==> src/rtl/fetch_unit.sv <==
// ---------------------------------------------------------------------------
// fetch_unit
//   Instruction-fetch front end. Holds the PC, issues reads to a synchronous
//   instruction memory with one cycle of read latency, buffers the returned
//   words together with their PC in a small FIFO and hands them to the core
//   over a valid/ready handshake. A redirect reloads the PC, empties the
//   buffer and discards any read still in flight.
//
// Ports
//   clk            clock, all state on the rising edge
//   rst_n          asynchronous active-low reset
//   redirect_valid load redirect_pc, flush buffer and in-flight fetch
//   redirect_pc    new fetch address
//   imem_req       read request to imem this cycle
//   imem_addr      read address (current PC)
//   imem_data      read data, valid the cycle after imem_req
//   inst_valid     buffer head holds a valid instruction
//   inst_ready     core accepts the head this cycle
//   inst_data      head instruction (0 when empty)
//   inst_pc        PC of head instruction (0 when empty)
// ---------------------------------------------------------------------------
module fetch_unit #(
    parameter int unsigned        ADDR_W   = 8,
    parameter int unsigned        INST_W   = 16,
    parameter logic [ADDR_W-1:0]  RESET_PC = {ADDR_W{1'b0}},
    parameter logic [ADDR_W-1:0]  STEP     = {{(ADDR_W-1){1'b0}}, 1'b1},
    parameter int unsigned        DEPTH    = 2
) (
    input  logic              clk,
    input  logic              rst_n,
    input  logic              redirect_valid,
    input  logic [ADDR_W-1:0] redirect_pc,
    output logic              imem_req,
    output logic [ADDR_W-1:0] imem_addr,
    input  logic [INST_W-1:0] imem_data,
    output logic              inst_valid,
    input  logic              inst_ready,
    output logic [INST_W-1:0] inst_data,
    output logic [ADDR_W-1:0] inst_pc
);

    localparam int unsigned      PTR_W    = (DEPTH > 1) ? $clog2(DEPTH) : 1;
    localparam int unsigned      CNT_W    = $clog2(DEPTH + 1);
    localparam logic [CNT_W:0]   DEPTH_C  = (CNT_W + 1)'(DEPTH);
    localparam logic [PTR_W-1:0] LAST_PTR = PTR_W'(DEPTH - 1);

    logic [ADDR_W-1:0] pc_r;
    logic              epoch_r;
    logic              inflight_r;
    logic [ADDR_W-1:0] tag_pc_r;
    logic              tag_epoch_r;

    logic [INST_W-1:0] buf_data_r [DEPTH];
    logic [ADDR_W-1:0] buf_pc_r   [DEPTH];
    logic [PTR_W-1:0]  rd_ptr_r;
    logic [PTR_W-1:0]  wr_ptr_r;
    logic [CNT_W-1:0]  count_r;

    logic              pop_s;
    logic              push_s;
    logic              issue_s;
    logic [CNT_W:0]    need_s;
    logic              head_valid_s;

    // Circular pointer advance that also works for non power-of-two depths.
    function automatic logic [PTR_W-1:0] ptr_inc(input logic [PTR_W-1:0] p);
        if (p == LAST_PTR) begin
            return {PTR_W{1'b0}};
        end else begin
            return p + PTR_W'(1);
        end
    endfunction

    // Handshake, issue credit and push qualification.
    always_comb begin
        head_valid_s = 1'b0;
        pop_s        = 1'b0;
        need_s       = {(CNT_W + 1){1'b0}};
        issue_s      = 1'b0;
        push_s       = 1'b0;

        head_valid_s = (count_r != {CNT_W{1'b0}});
        pop_s        = head_valid_s & inst_ready;
        // Occupancy after this cycle's pop, counting the read already in flight.
        // Crediting the pop here is what allows one instruction per cycle.
        need_s = {1'b0, count_r} + {{CNT_W{1'b0}}, inflight_r} - {{CNT_W{1'b0}}, pop_s};
        if (rst_n && !redirect_valid && (need_s < DEPTH_C)) begin
            issue_s = 1'b1;
        end else begin
            issue_s = 1'b0;
        end
        // A response is only kept if no redirect happened since it was issued.
        push_s = inflight_r & (tag_epoch_r == epoch_r) & ~redirect_valid;
    end

    // PC, epoch and in-flight tag tracking.
    always_ff @(posedge clk or negedge rst_n) begin
        if (!rst_n) begin
            pc_r        <= RESET_PC;
            epoch_r     <= 1'b0;
            inflight_r  <= 1'b0;
            tag_pc_r    <= {ADDR_W{1'b0}};
            tag_epoch_r <= 1'b0;
        end else if (redirect_valid) begin
            pc_r       <= redirect_pc;
            epoch_r    <= ~epoch_r;
            inflight_r <= 1'b0;
        end else begin
            inflight_r <= issue_s;
            if (issue_s) begin
                pc_r        <= pc_r + STEP;
                tag_pc_r    <= pc_r;
                tag_epoch_r <= epoch_r;
            end
        end
    end

    // Instruction buffer: storage, pointers and occupancy.
    always_ff @(posedge clk or negedge rst_n) begin
        if (!rst_n) begin
            rd_ptr_r <= {PTR_W{1'b0}};
            wr_ptr_r <= {PTR_W{1'b0}};
            count_r  <= {CNT_W{1'b0}};
            for (int i = 0; i < int'(DEPTH); i++) begin
                buf_data_r[i] <= {INST_W{1'b0}};
                buf_pc_r[i]   <= {ADDR_W{1'b0}};
            end
        end else if (redirect_valid) begin
            // A pop in this cycle has already been taken by the core; the
            // rest of the buffer is stale.
            rd_ptr_r <= {PTR_W{1'b0}};
            wr_ptr_r <= {PTR_W{1'b0}};
            count_r  <= {CNT_W{1'b0}};
        end else begin
            if (push_s) begin
                buf_data_r[wr_ptr_r] <= imem_data;
                buf_pc_r[wr_ptr_r]   <= tag_pc_r;
                wr_ptr_r             <= ptr_inc(wr_ptr_r);
            end
            if (pop_s) begin
                rd_ptr_r <= ptr_inc(rd_ptr_r);
            end
            case ({push_s, pop_s})
                2'b10:   count_r <= count_r + CNT_W'(1);
                2'b01:   count_r <= count_r - CNT_W'(1);
                default: count_r <= count_r;
            endcase
        end
    end

    // Head presentation; forced to zero while the buffer is empty.
    always_comb begin
        inst_data = {INST_W{1'b0}};
        inst_pc   = {ADDR_W{1'b0}};
        if (head_valid_s) begin
            inst_data = buf_data_r[rd_ptr_r];
            inst_pc   = buf_pc_r[rd_ptr_r];
        end else begin
            inst_data = {INST_W{1'b0}};
            inst_pc   = {ADDR_W{1'b0}};
        end
    end

    assign inst_valid = head_valid_s;
    assign imem_req   = issue_s;
    assign imem_addr  = pc_r;

    fetch_unit_checker #(
        .CNT_W (CNT_W),
        .DEPTH (DEPTH)
    ) u_chk (
        .clk   (clk),
        .rst_n (rst_n),
        .count (count_r)
    );

endmodule

// ---------------------------------------------------------------------------
// fetch_unit_checker
//   Simulation-time property checks for fetch_unit.
//   clk, rst_n : as in fetch_unit
//   count      : buffer occupancy
// ---------------------------------------------------------------------------
module fetch_unit_checker #(
    parameter int unsigned CNT_W = 2,
    parameter int unsigned DEPTH = 2
) (
    input logic             clk,
    input logic             rst_n,
    input logic [CNT_W-1:0] count
);

    // The issue credit guarantees the buffer never overflows.
    always @(posedge clk) begin
        if (rst_n) begin
            assert (count <= CNT_W'(DEPTH));
        end
    end

endmodule

==> config.mk <==
export PLATFORM = sky130hd
export DESIGN_NAME = fetch_unit
export DESIGN_NICKNAME = d
export VERILOG_FILES = /design/src/rtl/fetch_unit.sv
export SDC_FILE = /design/constraint.sdc
export NUM_CORES = 1
export LEC_CHECK = 0
export ABC_AREA = 1
export BUFFER_PORTS_ARGS = -buffer_cell sky130_fd_sc_hd__buf_4
export CAP_MARGIN = 20
export CELL_PAD_IN_SITES_DETAIL_PLACEMENT = 2
export CELL_PAD_IN_SITES_GLOBAL_PLACEMENT = 2
export CORE_UTILIZATION = 30
export DETAILED_ROUTE_END_ITERATION = 7
export GPL_TIMING_DRIVEN = 0
export MAX_ROUTING_LAYER = met4
export PLACE_DENSITY_LB_ADDON = 0.1
export SYNTH_ARGS = -nofsm -noshare
export SYNTH_HDL_FRONTEND = slang
export SYNTH_SLANG_ARGS = --single-unit
==> constraint.sdc <==
create_clock -name clk -period 2.5 [get_ports clk]
set_input_delay 0.25 -clock clk [delete_from_list [all_inputs] [get_ports clk]]
set_output_delay 0.25 -clock clk [all_outputs]
set_load 0.005 [all_outputs]
== Word level (Yosys, flattened, before mapping) ==
Index checks and enable logic that the tools add are counted.
W data, S select, Z words.
Word-level totals
  flip-flop bits (word level): 71
  input port bits: 28
  output and inout bits: 34
  logic and storage cells: 70
Cells by class
  $lt $le $gt $ge: 4
  eq/ne operators: 3
  mux-type cells: 26
  add/sub/neg operators: 7
  bitwise operators: 7
  reduce and logical (&&, ||, !) cells: 11
Operator list (count)
  $mux W16: 5
  $mux W8: 7
  $bwmux W32: 1
  $bwmux W16: 1
  $demux W16 S1: 1
  $add A8 B1 Y8 const B: 1
  $demux W8 S1: 1
  $mux W1: 8
  $reduce_bool A2 Y1: 4
  $ge A2 B2 Y1 const B: 2
  $not A1 Y2: 2
  $pmux W2 S2: 1
  $reduce_and A2 Y1: 2
  $add A2 B1 Y3: 1
  $and A1 B1 Y1: 3
  $logic_and A1 B1 Y1: 3
  $lt A3 B2 Y1 const B: 1
  $reduce_bool A3 Y1: 1
  $sub A3 B1 Y3: 1
  $add A1 B1 Y1 const B: 2
  $add A2 B1 Y2 const B: 1
  $eq A2 B1 Y1 const B: 1
  $eq A2 B2 Y1 const B: 1
  $lt A2 B1 Y1 const B: 1
  5 further kinds: 6

== Logic depth before layout (Yosys ltp) ==
Gate-level depths: netlist (run 1).
  depth after elaboration: 8
  mapped depth: 14
  gate-level depth less buffers: 14

== Worst setup path after synthesis (run 1) ==
Ideal clock, no wire load.
  path kind: reg2out
  start: register count_r[1]
  end: output imem_req
  cell stages (with the launch flop): 13
  data arrival time: 2.337 ns
  data required time: 2.250 ns
  setup slack: -0.087 ns
  path buffers: 1
  path through: dfrtp_1 nor2_4 inv_2 nand2_2 inv_1 ha_1 or2_2 fa_1 nand2_1 nor2_1 nand2_2 inv_4 buf_6
On the way
  word-level cells in the longest chain between the ends: 6
  elaborated cells between the ends (all ways): 7
  those cells by class: add/sub: 2; order compare: 1; mux: 1; bitwise: 1; reduce/logical: 2
RTL lines
  start, declared: line 57  | logic [CNT_W-1:0] count_r;
  start signal, assigned: line 123  | count_r <= {CNT_W{1'b0}};
  start signal, assigned: line 133  | count_r <= {CNT_W{1'b0}};
  start signal, assigned: line 144  | 2'b10: count_r <= count_r + CNT_W'(1);
  $reduce_bool A2 Y1: line 82  | head_valid_s = (count_r != {CNT_W{1'b0}});
  named net inst_valid: line 36  | output logic inst_valid,
  $and A1 B1 Y1: line 83  | pop_s = head_valid_s & inst_ready;
  $sub A3 B1 Y3: line 86  | need_s = {1'b0, count_r} + {{CNT_W{1'b0}}, inflight_r} - {{CNT_W{1'b0}}, pop_s};
  $lt A3 B2 Y1: line 87  | if (rst_n && !redirect_valid && (need_s < DEPTH_C)) begin
  $logic_and A1 B1 Y1: line 87
  $mux W1: line 87
  end, declared: line 33  | output logic imem_req,
The timed path passes the listed nets, and every way through them passes these cells.

== Final worst setup path (run 1) ==
  start: register count_r[1]
  end: output imem_req
On the way
  word-level cells in the longest chain between the ends: 6
  elaborated cells between the ends (all ways): 7
  those cells by class: add/sub: 2; order compare: 1; mux: 1; bitwise: 1; reduce/logical: 2
RTL lines (line)
  parallel branches: the longest is 2 deep, another holds $add A2 B1 Y3
  $sub A3 B1 Y3 *: 86
  $lt A3 B2 Y1 *: 87
  $logic_and A1 B1 Y1 *: 87
  $mux W1 *: 87
Every way passes the cells marked *.

==> impl_metrics.csv, run 1 <==
group,metric,value,unit
status,outcome,"complete, but fails checks",
status,failed_checks,"setup timing",
yosys,synthDominantCellAreaShare,0.5203,
worst_setup_path,start_kind,"flip-flop",
final_layout,nets,520,
clock_tree,cts_made_buffers,9,
yosys,async_flop_share,1.000,
yosys,netlist_instances,400,
worst_setup_path,path_cells,"nor2_4, inv_2, nand2_4, inv_4, ha_4, or2_4, fa_1, nand2_1, nor2_2, nand2_2, clkinv_4, buf_8, buf_6",
clock_tree,clk_pin_slew,0.06,ns
route,final_antenna_net_count,0,
yosys,ys_warn_count,0,
final_layout,final_util,0.4172,
yosys,yosys_register_bits,71,
global_routing,grt_max_degree,73,
final_layout,drive_gt1_frac,0.3002,
yosys,netlist_area,3415,µm²
yosys,synth_area_per_cell,8.536,µm²
placed_design,gp_congestion,0.7542,
worst_hold_path,hold_path.class,"in2async",
timing,tightest_slew,0.9427,ns
die,fp.dieH,108.7,µm
timing,max_freq,364.2,MHz
worst_setup_path,worstReg2RegEnd,"tag_pc_r[4]$_DFFE_PN0P_",
worst_setup_path,path_class,"reg2out",
timing,hold_viol,0,
clock_tree,clk_path_buf_depth,2,
timing,fin_ws,-0.2460,ns
die,core_area,10980,µm²
worst_setup_path,cp.arrival,2.50,ns
yosys,synthFlopType,"dfrtp_1",
clock_tree,clock_sinks,71,
power,p_per_area,1147,nW/µm²
route,drt-initial-drc-count,60,
route,routed_wl,10700,µm
global_routing,grt_pass1_vias,3341,
timing,fin_crit,2.746,ns
global_routing,grt_usage,0.2055,
yosys,synth.net_count,431,
timing,final-max-slew-violation-count,0,
worst_setup_path,cpPeakStageDelay,0.48,ns
die,dieWidth,108.7,µm
worst_setup_path,crit_required,2.25,ns
timing,fin_crit_sh,1.098,
die,rows,38,
yosys,synth_edf_count,0,
placed_design,dp_hpwl,7021,µm
yosys,yosysTopAreaCell,"dfrtp_1",
global_routing,grt_pass1_wl,17370,µm
final_layout,area_delta_synth_final,34.19,%
worst_setup_path,rrSetupSlack,-0.04,ns
route,dr_total_vias,3034,
timing,finalSetupViolCount,8,
die,die-area,11810,µm²
power,power.leakage,2.249,nW
yosys,synth_top_cells_by_area,"dfrtp_1, nand2_1, o21ai_2, inv_1, a21oi_1",
global_routing,antenna_found_initial,0,
final_layout,insertedDiodeCount,0,
global_routing,grt-ovfl-total,0,
timing,setup_tns,-0.4475,ns
yosys,yosysSeqAreaShare,0.5203,
timing,slew_headroom,0.3716,
timing,hold_slack,0.05210,ns
worst_setup_path,crit_slowest_cell,"fa_1",
route,drc,0,
placed_design,portBuffers,61,
power,peakVddDrop,0.3502,mV
clock_tree,cts_tree,"done",
clock_tree,clock_latency,0.34,ns
worst_setup_path,reg2regPathDepth,15,
power,p_total,5.255,mW
timing,rsz0062_at_grt,"true",
clock_tree,cts_max_level,3,
yosys,synth.distinct_cells,28,
die,ios,62,
worst_setup_path,worstPathMaxFanout,2,
route,wire_per_inst,16.91,µm
die,start_util,0.3109,
run,drv_cap,0,
worst_setup_path,r2r_start,"count_r[1]$_DFFE_PN0P_",
route,vias_per_cell,4.793,
final_layout,fillers,1244,
placed_design,placed_area,4064,µm²
timing,finalClockSkew,0.009932,ns
route,dr.pass1.iters,4,
clock_tree,cts_hold_buf,0,
clock_tree,root_buffer,"clkbuf_16",
worst_setup_path,critPathCaptureType,"primary output",
final_layout,design_area,4582,µm²
cell families (layout without fill, tap and decap cells):
kind of cell / Yosys count / in the layout / share of synthesized area
XOR/XNOR: 5 / 5 / 0.01283
flip-flops: 71 / 71 / 0.5203
adder cells (fa/ha/maj): 3 / 3 / 0.01319
AND/OR/NAND/NOR: 172 / 172 / 0.2158
buffers and inverters: 61 / 154 / 0.08867
AO/OA/AOI/OAI: 88 / 88 / 0.1491
what timing repair did:
item | CTS | global route
endpoints found under the setup margin | 19 | 18
pin swaps | 4 | 6
resized for setup | 8 | 20
gates cloned | 0 | 2
buffers inserted | 8 | 7
layer usage:
metal	share of wire	vias to the layer above	GRT usage	wire [µm]
met5	0	-	-	0
met3	0.024	11	0.02570	260
met4	0.015	0	0.07529	161
met2	0.54	48	0.3653	5733
met1	0.42	1530	0.2366	4547
li1	-	1445	-	-
synth_stat cells, types with 3 or more instances:
cell type  instances
o21ai_0           24
o21ai_1           20
nand3_1           16
clkbuf_1           6
nor2_1             6
buf_6              4
buf_2              9
o21ai_2           17
inv_1             36
xor2_1             3
nand2_2            6
a21oi_1           25
nand2_1          138
dfrtp_1           71
power breakdown:
group | leakage [nW] | internal, mW | switching (mW)
Combinational | 1.19 | 0.995 | 1.15
Clock | 0.136 | 0.749 | 0.471
Sequential | 0.927 | 1.59 | 0.300
how the worst max path moves through the flow:
stage                                       from        to
after global routing      count_r[1]$_DFFE_PN0P_  imem_req
after CTS                 count_r[0]$_DFFE_PN0P_  imem_req
final                     count_r[1]$_DFFE_PN0P_  imem_req
after global placement    count_r[1]$_DFFE_PN0P_  imem_req
after detailed placement  count_r[1]$_DFFE_PN0P_  imem_req
after floorplan           count_r[1]$_DFFE_PN0P_  imem_req
through the flow:
| step | setup WS (ns) | cells |
|---|---|---|
| finish | -0.2460 | 633 |
| floorplan | -0.005584 | 400 |
| global route | -0.3798 | 633 |
| global placement | -0.4590 | 601 |
| CTS | -0.2701 | 624 |
| detailed placement | -0.4978 | 601 |
worst max-delay path: cells and delay by family (launching register included):
kind / cells / cell delay [ns]
adder cells (fa/ha/maj): 2 / 0.67
AND/OR/NAND/NOR: 6 / 0.71
buffers and inverters: 5 / 0.34
flip-flops: 1 / 0.42
state kept, by name, indices dropped and copies added, names as in the netlist:
register,count
buf_data_r,32
buf_pc_r,16
count_r,2
epoch_r,1
imem_addr,8
inflight_r,1
rd_ptr_r,1
tag_epoch_r,1
tag_pc_r,8
wr_ptr_r,1
final cells by class:
cell class                      count  area [µm²]  area share
Buffer                             21       161.4     0.03523
Clock buffer                       15       277.8     0.06062
Inverter                           40       160.2     0.03495
Multi-Input combinational cell    268        1386      0.3026
Sequential cell                    71        1778      0.3880
Tap cell                          140       175.2     0.03823
Timing Repair Buffer               78       643.1      0.1404
layout by cell type, fill, tap and decap left out, types with 3 or more instances in the layout:
master / count
a21oi_1: 25
buf_2: 8
buf_4: 72
buf_6: 5
buf_8: 5
clkbuf_1: 9
clkbuf_16: 11
clkbuf_8: 3
dfrtp_1: 70
inv_1: 35
nand2_1: 133
nand2_2: 9
nand3_1: 15
nor2_1: 4
o21ai_0: 20
o21ai_1: 23
o21ai_2: 18
xor2_1: 3
No activity file was read; power rests on OpenSTA's default activity.
==> run 2, diff against run 1 <==
--- a/config.mk
+++ b/config.mk
@@ -8,9 +8,9 @@
 export ABC_AREA = 1
 export BUFFER_PORTS_ARGS = -buffer_cell sky130_fd_sc_hd__buf_4
 export CAP_MARGIN = 20
-export CELL_PAD_IN_SITES_DETAIL_PLACEMENT = 2
-export CELL_PAD_IN_SITES_GLOBAL_PLACEMENT = 2
-export CORE_UTILIZATION = 30
+export CELL_PAD_IN_SITES_DETAIL_PLACEMENT = 0
+export CELL_PAD_IN_SITES_GLOBAL_PLACEMENT = 1
+export CORE_UTILIZATION = 35
 export DETAILED_ROUTE_END_ITERATION = 7
 export GPL_TIMING_DRIVEN = 0
 export MAX_ROUTING_LAYER = met4
==> constraint.sdc (replaced) <==
create_clock -name clk -period 2.5 [get_ports clk]
set_input_delay 0.25 -clock clk [delete_from_list [all_inputs] [get_ports clk]]
set_output_delay 0.25 -clock clk [all_outputs]
set_load 0.05 [all_outputs]
==> run 2 against run 1 <==
Net effect: the run still ends with setup timing left; design area decreased by 2.1%; sequential share of layout area increased by 0.82 points; combinational power increased by 26%; register-to-register slack about the same; die area decreased by 14%; clock power about the same; clock-buffer cell count decreased by 6; critical path depth unchanged; total power increased by 9.0%; hold slack got worse by 0.0012 ns; critical endpoint unchanged.
==> impl_metrics.csv, run 2 (synthesis results as in run 1) <==
group,metric,value,unit
power,power.leakage,2.192,nW
clock_tree,cts_tree,"done",
route,final_antenna_net_count,0,
final_layout,mostFrequentLayoutCells,"nand2_1, dfrtp_1, buf_4",
route,vias_per_cell,4.583,
final_layout,top_regs,"buf_data_r x32, buf_pc_r x16",
power,p_int,3.292,mW
final_layout,top_register,"buf_data_r",
placed_design,gp_congestion,0.7634,
worst_hold_path,hold_path.class,"in2async",
status,outcome,"complete, but fails checks",
power,p_sw_frac,0.4253,
global_routing,antenna_found_initial,0,
global_routing,grt-ovfl-total,0,
power,pwr-share-comb,0.469,
timing,final-max-slew-violation-count,0,
final_layout,insertedDiodeCount,0,
timing,fin_ws,-0.2908,ns
worst_setup_path,cp_top_family,"simple AND/OR/NAND/NOR gates",
worst_setup_path,worstPathMaxFanout,3,
die,die-area,10150,µm²
timing,tightest_slew,0.9197,ns
placed_design,portBuffers,61,
timing,hold_slack,0.05091,ns
clock_tree,cts_max_level,3,
worst_setup_path,critPathCaptureType,"primary output",
final_layout,fillers,965,
final_layout,area_delta_synth_final,31.40,%
clock_tree,cts_made_buffers,9,
placed_design,dp_hpwl,5582,µm
route,drt-initial-drc-count,123,
worst_setup_path,crit_buf_inv,5,
worst_setup_path,path_class,"reg2out",
power,switchingPower,2.436,mW
final_layout,final_cells,616,
timing,fin_crit_sh,1.116,
power,p_per_area,1277,nW/µm²
timing,hold_viol,0,
route,dr_total_vias,2823,
die,dieWidth,100.8,µm
power,peakVddDrop,0.6508,mV
timing,fin_crit,2.791,ns
global_routing,grt_pass1_vias,2789,
die,ios,62,
worst_setup_path,crit_slowest_cell,"fa_1",
final_layout,final_util,0.4810,
route,dr.pass1.iters,5,
die,core_area,9328,µm²
final_layout,drive_gt1_frac,0.2957,
final_layout,final_common_cell,"nand2_1",
timing,slew_headroom,0.3868,
worst_setup_path,crit_required,2.25,ns
clock_tree,clock_sinks,71,
route,routed_wl,8288,µm
worst_setup_path,start_kind,"flip-flop",
global_routing,grt_usage,0.1874,
power,seqPwrFrac,0.323,
status,failed_checks,"setup timing",
timing,finalClockSkew,0.01003,ns
clock_tree,clk_pin_slew,0.07,ns
final_layout,nets,514,
timing,max_freq,358.3,MHz
clock_tree,clk_path_buf_depth,2,
timing,rsz0062_at_grt,"true",
clock_tree,root_buffer,"clkbuf_8",
timing,finalSetupViolCount,13,
worst_setup_path,cpPeakStageDelay,0.49,ns
worst_setup_path,path_cells,"nor2_4, inv_6, nand2_8, inv_4, ha_4, or2_4, fa_1, nand2_1, nor2_2, nand2_2, clkinv_4, buf_12, buf_12",
global_routing,grt_pass1_wl,13920,µm
placed_design,dpl.cell_count,590,
worst_setup_path,cp.arrival,2.54,ns
die,rows,35,
clock_tree,clock_latency,0.34,ns
die,start_util,0.3661,
power,clkPwrFrac,0.207,
final_layout,largest_register_ffs,32,
global_routing,grt_max_degree,73,
die,fp.dieH,100.8,µm
worst_setup_path,critPathMostFrequentCell,"buf_12",
route,drc,0,
route,wire_per_inst,13.45,µm
run,drv_cap,0,
run 2: changes by cell type in the layout (fill, tap and decap cells not counted), moves of 2 or more:
cell | previous run | this run
clkbuf_16 | 11 | 0
clkbuf_8 | 3 | 9
buf_4 | 72 | 68
buf_8 | 5 | 1
bufinv_16 | 0 | 4
buf_12 | 1 | 4
clkbuf_1 | 9 | 6
nand2_1 | 133 | 131
nand2_2 | 9 | 11
o21ai_0 | 20 | 22
run 2: metrics by stage:
step	TNS (ns)	setup slack [ns]	cell area, µm²	power [mW]
final	-0.6181	-0.2908	4487	5.728
after global routing	-2.735	-0.4372	4487	6.123
after CTS	-0.7357	-0.3576	4415	5.714
after detailed placement	-4.605	-0.5088	4071	4.387
after global placement	-3.960	-0.4810	4071	4.338
after floorplan	-0.4254	-0.1048	3452	3.665
run 2: power groups by stage:
| stage | registers (mW) | logic (mW) | clock network, mW |
|---|---|---|---|
| after floorplan | 1.97 | 1.70 | 0 |
| after global placement | 1.87 | 2.47 | 0 |
| after detailed placement | 1.88 | 2.51 | 0 |
| after CTS | 1.85 | 2.66 | 1.21 |
| after global routing | 1.91 | 2.94 | 1.27 |
| final | 1.85 | 2.69 | 1.19 |
run 2: cell type report:
type                    instances  area, µm²  area share
repair buffers                 72      573.1      0.1277
flip-flops and latches         71       1778      0.3963
inverters                      40      165.2     0.03681
clock buffers                   9      123.9     0.02761
well taps                     129      161.4     0.03597
multi-input cells             268       1389      0.3095
plain buffers                  21      162.7     0.03625
clock inverters                 6      133.9     0.02984
run 2: repair_timing:
action                                  CTS  global route
hold buffers                              0             0
pin swaps                                 4             1
endpoints found under the setup margin   19            19
buffers inserted                          8             3
gates resized for setup                   6            18
run 2: worst register-to-register path: stages, from the launching register on:
cell,delay [ns]
dfrtp_1,0.41
nor2_4,0.16
inv_6,0.05
nand2_8,0.06
inv_4,0.04
ha_4,0.19
or2_4,0.22
fa_1,0.49
nand2_1,0.06
nor2_2,0.12
nand2_2,0.10
buf_4,0.15
buf_6,0.11
buf_6,0.13
nand2_1,0.05
o21ai_0,0.07
run 2: final timing paths:
kind / start / endpoint / slack (ns) / depth (start not counted)
worst max-delay path: count_r[0]$_DFFE_PN0P_ / imem_req / -0.29 / 13
worst min-delay path: rst_n / imem_addr[7]$_DFFE_PN0P_ / 0.05 / 1
worst max register to register: count_r[0]$_DFFE_PN0P_ / tag_epoch_r$_DFFE_PN0P_ / -0.05 / 15
worst min register to register: buf_pc_r[1]$_DFFE_PN0P_ / buf_pc_r[1]$_DFFE_PN0P_ / 0.49 / 2
max in group asynchronous: rst_n / count_r[1]$_DFFE_PN0P_ / 1.82 / 1
min in group clk: redirect_pc[0] / imem_addr[0]$_DFFE_PN0P_ / 0.11 / 3
run 2: routing by layer:
layer  track usage  vias to the layer above  part of all wire
met2        0.3098                       56              0.48
met3       0.04716                        4             0.034
met5             -                        -                 0
met4       0.04682                        0            0.0082
li1              -                     1436                 -
met1        0.2300                     1327              0.47
